**src/rtl/charmatrix_pkg.sv**
```systemverilog
// Shared types and constants for the character-matrix serial receive path.
package charmatrix_pkg;

  localparam int DATA_BITS        = 8;
  localparam int CLKS_PER_BIT_DEF = 87;  // 10 MHz / 115200

  typedef enum logic [2:0] {
    IDLE,
    START,
    DATA,
    PARITY,
    STOP
  } uart_rx_state_t;

endpackage

```
**src/rtl/charmatrix_uart_rx_if.sv**
```systemverilog
// Byte hand-off from the UART receiver to the character/command decoder.
// parity_err exists only when CHARMATRIX_UART_RX_PARITY_EN is defined.
interface charmatrix_uart_rx_if;
  import charmatrix_pkg::*;

  logic [DATA_BITS-1:0] rx_data;
  logic                 rx_valid;
  logic                 rx_ready;
  logic                 frame_err;
  logic                 overrun;
  logic                 busy;
`ifdef CHARMATRIX_UART_RX_PARITY_EN
  logic                 parity_err;

  modport master (output rx_data, rx_valid, frame_err, overrun, busy, parity_err,
                  input  rx_ready);
  modport slave  (input  rx_data, rx_valid, frame_err, overrun, busy, parity_err,
                  output rx_ready);
`else
  modport master (output rx_data, rx_valid, frame_err, overrun, busy,
                  input  rx_ready);
  modport slave  (input  rx_data, rx_valid, frame_err, overrun, busy,
                  output rx_ready);
`endif

endinterface

```
**src/rtl/charmatrix_sync2.sv**
```systemverilog
// Generic 2-FF synchronizer for asynchronous single-bit inputs; RST_VAL sets the
// value both flops take in reset so the output is quiet until the line settles.
module charmatrix_sync2 #(
  parameter logic RST_VAL = 1'b0
) (
  input  logic clk,
  input  logic rst_n,
  input  logic d_i,
  output logic q_o
);

  logic meta_q, sync_q;

  always_ff @(posedge clk or negedge rst_n) begin
    if (!rst_n) begin
      meta_q <= RST_VAL;
      sync_q <= RST_VAL;
    end else begin
      meta_q <= d_i;
      sync_q <= meta_q;
    end
  end

  assign q_o = sync_q;

endmodule

```
**src/rtl/charmatrix_uart_rx.sv**
```systemverilog
// UART receive front end: 8N1 (or 8E1 with CHARMATRIX_UART_RX_PARITY_EN) into a
// one-entry valid/ready holding register with framing/overrun/parity pulses.
module charmatrix_uart_rx
  import charmatrix_pkg::*;
#(
  parameter int CLKS_PER_BIT = CLKS_PER_BIT_DEF,
  parameter int HALF_BIT     = CLKS_PER_BIT / 2
) (
  input  logic                 clk,
  input  logic                 rst_n,
  input  logic                 rx,
  charmatrix_uart_rx_if.master bus
);

  localparam int CNT_W = $clog2(CLKS_PER_BIT);
  localparam logic [CNT_W-1:0] CNT_LAST = CNT_W'(CLKS_PER_BIT - 1);
  localparam logic [CNT_W-1:0] CNT_HALF = CNT_W'(HALF_BIT - 1);
  localparam logic [2:0]       IDX_LAST = 3'(DATA_BITS - 1);

  generate
    if (CLKS_PER_BIT < 4) begin : g_bad_cfg
      $error("charmatrix_uart_rx: CLKS_PER_BIT must be >= 4");
    end
  endgenerate

  logic rxs;

  charmatrix_sync2 #(.RST_VAL(1'b1)) u_sync (
    .clk   (clk),
    .rst_n (rst_n),
    .d_i   (rx),
    .q_o   (rxs)
  );

  uart_rx_state_t       state_q;
  logic [CNT_W-1:0]     cnt_q;
  logic [2:0]           bit_idx_q;
  logic [DATA_BITS-1:0] shreg_q;
  logic [DATA_BITS-1:0] data_q;
  logic                 valid_q;
  logic                 ferr_q;
  logic                 ovr_q;
  logic                 par_bad;
`ifdef CHARMATRIX_UART_RX_PARITY_EN
  logic                 par_q;
  logic                 perr_q;

  assign par_bad = ^{shreg_q, par_q};
`else
  assign par_bad = 1'b0;
`endif

  always_ff @(posedge clk or negedge rst_n) begin
    if (!rst_n) begin
      state_q   <= IDLE;
      cnt_q     <= '0;
      bit_idx_q <= '0;
      shreg_q   <= '0;
      data_q    <= '0;
      valid_q   <= 1'b0;
      ferr_q    <= 1'b0;
      ovr_q     <= 1'b0;
`ifdef CHARMATRIX_UART_RX_PARITY_EN
      par_q     <= 1'b0;
      perr_q    <= 1'b0;
`endif
    end else begin
      ferr_q <= 1'b0;
      ovr_q  <= 1'b0;
`ifdef CHARMATRIX_UART_RX_PARITY_EN
      perr_q <= 1'b0;
`endif
      // Drain first; a byte completing in the same cycle overrides below.
      if (valid_q && bus.rx_ready) valid_q <= 1'b0;

      case (state_q)
        IDLE: begin
          cnt_q <= '0;
          if (!rxs) state_q <= START;
        end
        START: begin
          if (cnt_q == CNT_HALF) begin
            cnt_q     <= '0;
            bit_idx_q <= '0;
            state_q   <= rxs ? IDLE : DATA;
          end else begin
            cnt_q <= cnt_q + CNT_W'(1);
          end
        end
        DATA: begin
          if (cnt_q == CNT_LAST) begin
            cnt_q     <= '0;
            shreg_q   <= {rxs, shreg_q[DATA_BITS-1:1]};
            bit_idx_q <= bit_idx_q + 3'd1;
`ifdef CHARMATRIX_UART_RX_PARITY_EN
            if (bit_idx_q == IDX_LAST) state_q <= PARITY;
`else
            if (bit_idx_q == IDX_LAST) state_q <= STOP;
`endif
          end else begin
            cnt_q <= cnt_q + CNT_W'(1);
          end
        end
`ifdef CHARMATRIX_UART_RX_PARITY_EN
        PARITY: begin
          if (cnt_q == CNT_LAST) begin
            cnt_q   <= '0;
            par_q   <= rxs;
            state_q <= STOP;
          end else begin
            cnt_q <= cnt_q + CNT_W'(1);
          end
        end
`endif
        STOP: begin
          // Leave mid stop bit so a following start edge is never missed.
          if (cnt_q == CNT_LAST) begin
            cnt_q   <= '0;
            state_q <= IDLE;
            if (!rxs) begin
              ferr_q <= 1'b1;
            end else if (par_bad) begin
`ifdef CHARMATRIX_UART_RX_PARITY_EN
              perr_q <= 1'b1;
`endif
            end else if (!valid_q || bus.rx_ready) begin
              data_q  <= shreg_q;
              valid_q <= 1'b1;
            end else begin
              ovr_q <= 1'b1;
            end
          end else begin
            cnt_q <= cnt_q + CNT_W'(1);
          end
        end
        default: begin
          cnt_q   <= '0;
          state_q <= IDLE;
        end
      endcase
    end
  end

  assign bus.rx_data   = data_q;
  assign bus.rx_valid  = valid_q;
  assign bus.frame_err = ferr_q;
  assign bus.overrun   = ovr_q;
  assign bus.busy      = (state_q != IDLE);
`ifdef CHARMATRIX_UART_RX_PARITY_EN
  assign bus.parity_err = perr_q;
`endif

endmodule

```
**src/flat_wrapper.sv**
```systemverilog
// flat-port wrapper written by rule: the top's interface ports become plain ports
module charmatrix_uart_rx_flat import charmatrix_pkg::*;
#(
  parameter int CLKS_PER_BIT = CLKS_PER_BIT_DEF,
  parameter int HALF_BIT     = CLKS_PER_BIT / 2
)
  (clk, rst_n, rx, bus_rx_data, bus_rx_valid, bus_frame_err, bus_overrun, bus_busy, bus_rx_ready);
  charmatrix_uart_rx_if bus_i ();
  input  logic clk;
  input  logic rst_n;
  input  logic rx;
  output wire logic [$bits(bus_i.rx_data)-1:0] bus_rx_data;
  output wire logic [$bits(bus_i.rx_valid)-1:0] bus_rx_valid;
  output wire logic [$bits(bus_i.frame_err)-1:0] bus_frame_err;
  output wire logic [$bits(bus_i.overrun)-1:0] bus_overrun;
  output wire logic [$bits(bus_i.busy)-1:0] bus_busy;
  input wire logic [$bits(bus_i.rx_ready)-1:0] bus_rx_ready;
  assign bus_rx_data = bus_i.rx_data;
  assign bus_rx_valid = bus_i.rx_valid;
  assign bus_frame_err = bus_i.frame_err;
  assign bus_overrun = bus_i.overrun;
  assign bus_busy = bus_i.busy;
  assign bus_i.rx_ready = bus_rx_ready;
  charmatrix_uart_rx #(.CLKS_PER_BIT(CLKS_PER_BIT), .HALF_BIT(HALF_BIT)) u_core (.clk(clk), .rst_n(rst_n), .rx(rx), .bus(bus_i));
endmodule
```
**config.mk**
```make
export PLATFORM = sky130hd
export DESIGN_NAME = charmatrix_uart_rx_flat
export DESIGN_NICKNAME = d
export VERILOG_FILES = /design/src/rtl/charmatrix_pkg.sv /design/src/rtl/charmatrix_uart_rx_if.sv /design/src/rtl/charmatrix_sync2.sv /design/src/rtl/charmatrix_uart_rx.sv /design/src/flat_wrapper.sv
export SDC_FILE = /design/constraint.sdc
export NUM_CORES = 1
export LEC_CHECK = 0
export ABC_CLOCK_PERIOD_IN_PS = 2300
export BUFFER_PORTS_ARGS = -buffer_cell sky130_fd_sc_hd__buf_4
export CORE_ASPECT_RATIO = 0.75
export CORE_UTILIZATION = 45
export DETAILED_ROUTE_END_ITERATION = 12
export GPL_TIMING_DRIVEN = 0
export PLACE_DENSITY = 0.73
export SETUP_SLACK_MARGIN = 0.3
export SLEW_MARGIN = 20
export SYNTH_ARGS = -nofsm -noshare
export SYNTH_HDL_FRONTEND = slang
export SYNTH_HIERARCHICAL = 1
export SYNTH_SLANG_ARGS = --single-unit
```
**constraint.sdc**
```tcl
create_clock -name clk -period 2.3 [get_ports clk]
set_input_delay 0 -clock clk [delete_from_list [all_inputs] [get_ports clk]]
set_output_delay 0 -clock clk [all_outputs]
set_load 0.02 [all_outputs]
```
==> impl_results.md <==
* Sw Pwr at between 0.0002 and 0.0003 W
* Met3 Use GR at 0.0533
* WHS Endpoint: u_core/bus.rx_valid
* Internal power at about 0.00088 W
* Grt ovf at 0
* RSZ-0062 raised after global routing: no
* Crit path DAT at about 2.0 ns
* Worst Setup Path Type: reg -> reg
* Initial antenna violation count at 0
* Crit-path max FO at 6
* Avg Inst Size Synth at between 10 and 15 µm²
* Post-synthesis register bit count at 34
* Layout cells sized above 1 at 0.338
* Sequential area share after synthesis at 0.539
* Synth top area cells: dfrtp_1 51%, mux2_2 11%, dfstp_2 3.3%, ha_1 3.2%, a21oi_1 2.5%
* R2r startpoint: u_core/cnt_q[0]
* Max-slew violation count at 0
* Mux cell area share after synthesis at 0.114
* CTS clk-pin slew, worst paths at roughly 0.070 ns
* Post-Route WL at approximately 2900 µm
* Total number of vias at 1054
* Comb pwr share at 0.059
* DRC violation count after routing at 0
* Worst r2r dst: u_core/state_q[1]
* Cts bufs inserted at 5
* Fmax at 556 MHz
* Antenna viol nets, final at 0
* Die area at around 0.0038 mm²
* WL per Instance at between 15 and 20 µm
* Port bufs at 15
* Initial DRC count at 49
* Setup violators final at 0
* Row cnt at 18
* Register share of total power at 0.543
* GP Congestion at 0.861
* Sw frac at 0.234
* Netlist cell types at 42
* Synth Instances at approximately 120
* Syn_nets at about 130
* Max Cap Violations at 0
* Post-synthesis simple-gate area fraction at 0.134
* Area grow syn2layout at 17.9%
* First-pass GRT wire length at 4700 µm
* Fraction of registers with async set or reset after synthesis at 1.00
* # diodes at 0
* Leakage at 0.931 nW
* Pwr dens at between 600 and 700 mW/mm²
* Vias in the first global route at a little under 1000
* CP max stage delay at 0.60 ns
* Status: finished clean
* Synth Area in Compound Gates at 0.118
* Ys Warns at 6
* Slowest cell on crit path: or4_1
* Hold_ws at 0.0245 ns
* Nets at around 160
* Crit path max-delay family: simple AND/OR/NAND/NOR gates
* Filler instances at about 280
* R2R Setup Slk at 0.50 ns
* GRT Total Usage at 0.171
* Die width at just over 70 µm
* Largest net degree at the start of global routing at 35
* Total setup buffers inserted after CTS at 0
* Required time of the critical path at about 2.5 ns
* Global route hottest layer: met2
* Met1 usage at 0.231
* CTS tree: yes
* Die Y at 53.4 µm
* Clk_skew at between 0.003 and 0.004 ns
* Worst-margin pin slew at approximately 0.44 ns
* Commonest cells in the netlist: 32 x dfrtp_1, 15 x mux2_2, 8 x a21oi_1
* Ys flop type: dfrtp_1
* Worst path cell trace: inv_1, ha_1, nand4bb_1, or4_1, a21oi_1
* Drt first pass iters at 4
* DP HPWL at 2010 µm
* Area of the core at 0.00333 mm²
* Reg2reg path depth at 5
* Number of synthesized flops with an enable pin at 0
* Peak supply drop at approximately 390 µV
* Via density at about 5.6
* Hold/Removal Path Class: in -> reg
* Buf+Inv Stages, Crit Path at 1
* Synth top area share at 0.506
* Synth Area in Adders at 0.0316
* Initial core utilization at 0.475
* Worst Setup Start Kind: register
* Setup TNS after final layout at 0 ns
* H-tree depth at 2
* Hold depth at 3
* Sink Count at 34
* Most numerous cell in the Yosys netlist: dfrtp_1
* Syn Std Cell Area at 0.00158 mm²
* Largest family of logic cells by synthesized area: simple AND/OR/NAND/NOR gates
* Root Buffer: clkbuf_8
* Critical Path End Type: register
* Clk pwr share at 0.398
* Final Hold Vio Count at 0
* Worst-Skew Late Latency at around 0.29 ns
* Clock buffer depth at 2
* Final Critical Period at 1.80 ns
* Met2 GRT Util at 0.241
* Final worst-path cycle share at 0.782
* Top Ports at 16
* Max_slew headroom at 0.701
* Xor/xnor cell area share of the yosys netlist at 0.0221
* Hold wc startpoint: bus_rx_ready
* Post-synth top area cell: dfrtp_1
[power groups by stage]
stage | Clock [W] | Combinational (W) | Sequential [W]
detailed placement | 0 | 0.0000649 | 0.000633
CTS | 0.000469 | 0.0000677 | 0.000622
floorplan | 0 | 0.0000359 | 0.000630
global placement | 0 | 0.0000598 | 0.000632
finish | 0.000455 | 0.0000673 | 0.000622
global route | 0.000501 | 0.0000775 | 0.000623
[final cells by class]
class                           instances  area [µm²]  share of cell area
Clock buffer                            6        82.6              0.0442
Tap cell                               40        50.0              0.0268
Buffer                                  5        42.5              0.0228
Inverter                                6        22.5              0.0121
Sequential cell                        34         853               0.457
Clock inverter                          2        12.5             0.00670
Timing Repair Buffer                   17         133              0.0710
Multi-Input combinational cell         78         672               0.360
[routing by layer]
metal  share of wire  wire length [µm]
met5               0                 0
met4           0.021                61
met1            0.52              1480
met3           0.031                89
met2            0.43              1240
[worst reg2reg max path: stages (launching register included)]
cell	delay, ns
dfrtp_1	0.41
inv_1	0.07
ha_1	0.17
nand4bb_1	0.30
or4_1	0.60
a21oi_1	0.17
[cell families after synthesis]
family / count (synthesis)
flip-flops: 34
adder cells (fa/ha/maj): 4
buffers and inverters: 11
XOR/XNOR: 4
AO/OA/AOI/OAI: 26
AND/OR/NAND/NOR: 28
multiplexers: 16
[timing repair]
item,CTS,global route
hold endpoints to repair,35,0
setup endpoints to repair,0,4
hold buffers,2,0
gates resized for setup,0,1
[through the flow]
stage                     total power [W]  cell area [µm²]  setup WS (ns)  cells   util
after global placement           0.000692             1750          0.555    178  0.524
after floorplan                  0.000666             1580          0.775    123      -
after detailed placement         0.000698             1750          0.434    178  0.524
after global routing              0.00120             1870          0.341    188  0.560
after CTS                         0.00116             1860          0.430    188  0.559
final                             0.00114             1870          0.502    188  0.560
[flip-flops by register name (all words and copies together), names as in the netlist]
register and count:
u_core/cnt_q 7, u_core/u_sync/q_o 1, u_core/bus.frame_err 1, u_core/state_q 3
u_core/bus.rx_data 8, u_core/u_sync/meta_q 1, u_core/shreg_q 8, u_core/bit_idx_q 3
u_core/bus.overrun 1, u_core/bus.rx_valid 1
[worst max path at each step]
stage | start | endpoint | slack, ns | depth (start not counted)
after floorplan | u_core/cnt_q[0] | u_core/shreg_q[0] | 0.78 | 6
after global placement | u_core/cnt_q[0] | u_core/cnt_q[5] | 0.56 | 5
after detailed placement | u_core/cnt_q[0] | u_core/cnt_q[6] | 0.43 | 5
after CTS | u_core/cnt_q[0] | u_core/cnt_q[6] | 0.43 | 5
after global routing | u_core/cnt_q[0] | u_core/bit_idx_q[2] | 0.34 | 5
final | u_core/cnt_q[0] | u_core/state_q[1] | 0.50 | 5
[cells in the final DEF, fill, tap and decap left out, types with 3 or more instances in the layout]
cell      count
dfrtp_1      32
buf_4        17
mux2_2       15
a21oi_1       8
clkbuf_8      6
inv_1         6
o311ai_0      4
ha_1          4
nand2_1       3
nand3_1       3
No activity file was read; power rests on OpenSTA's default activity.
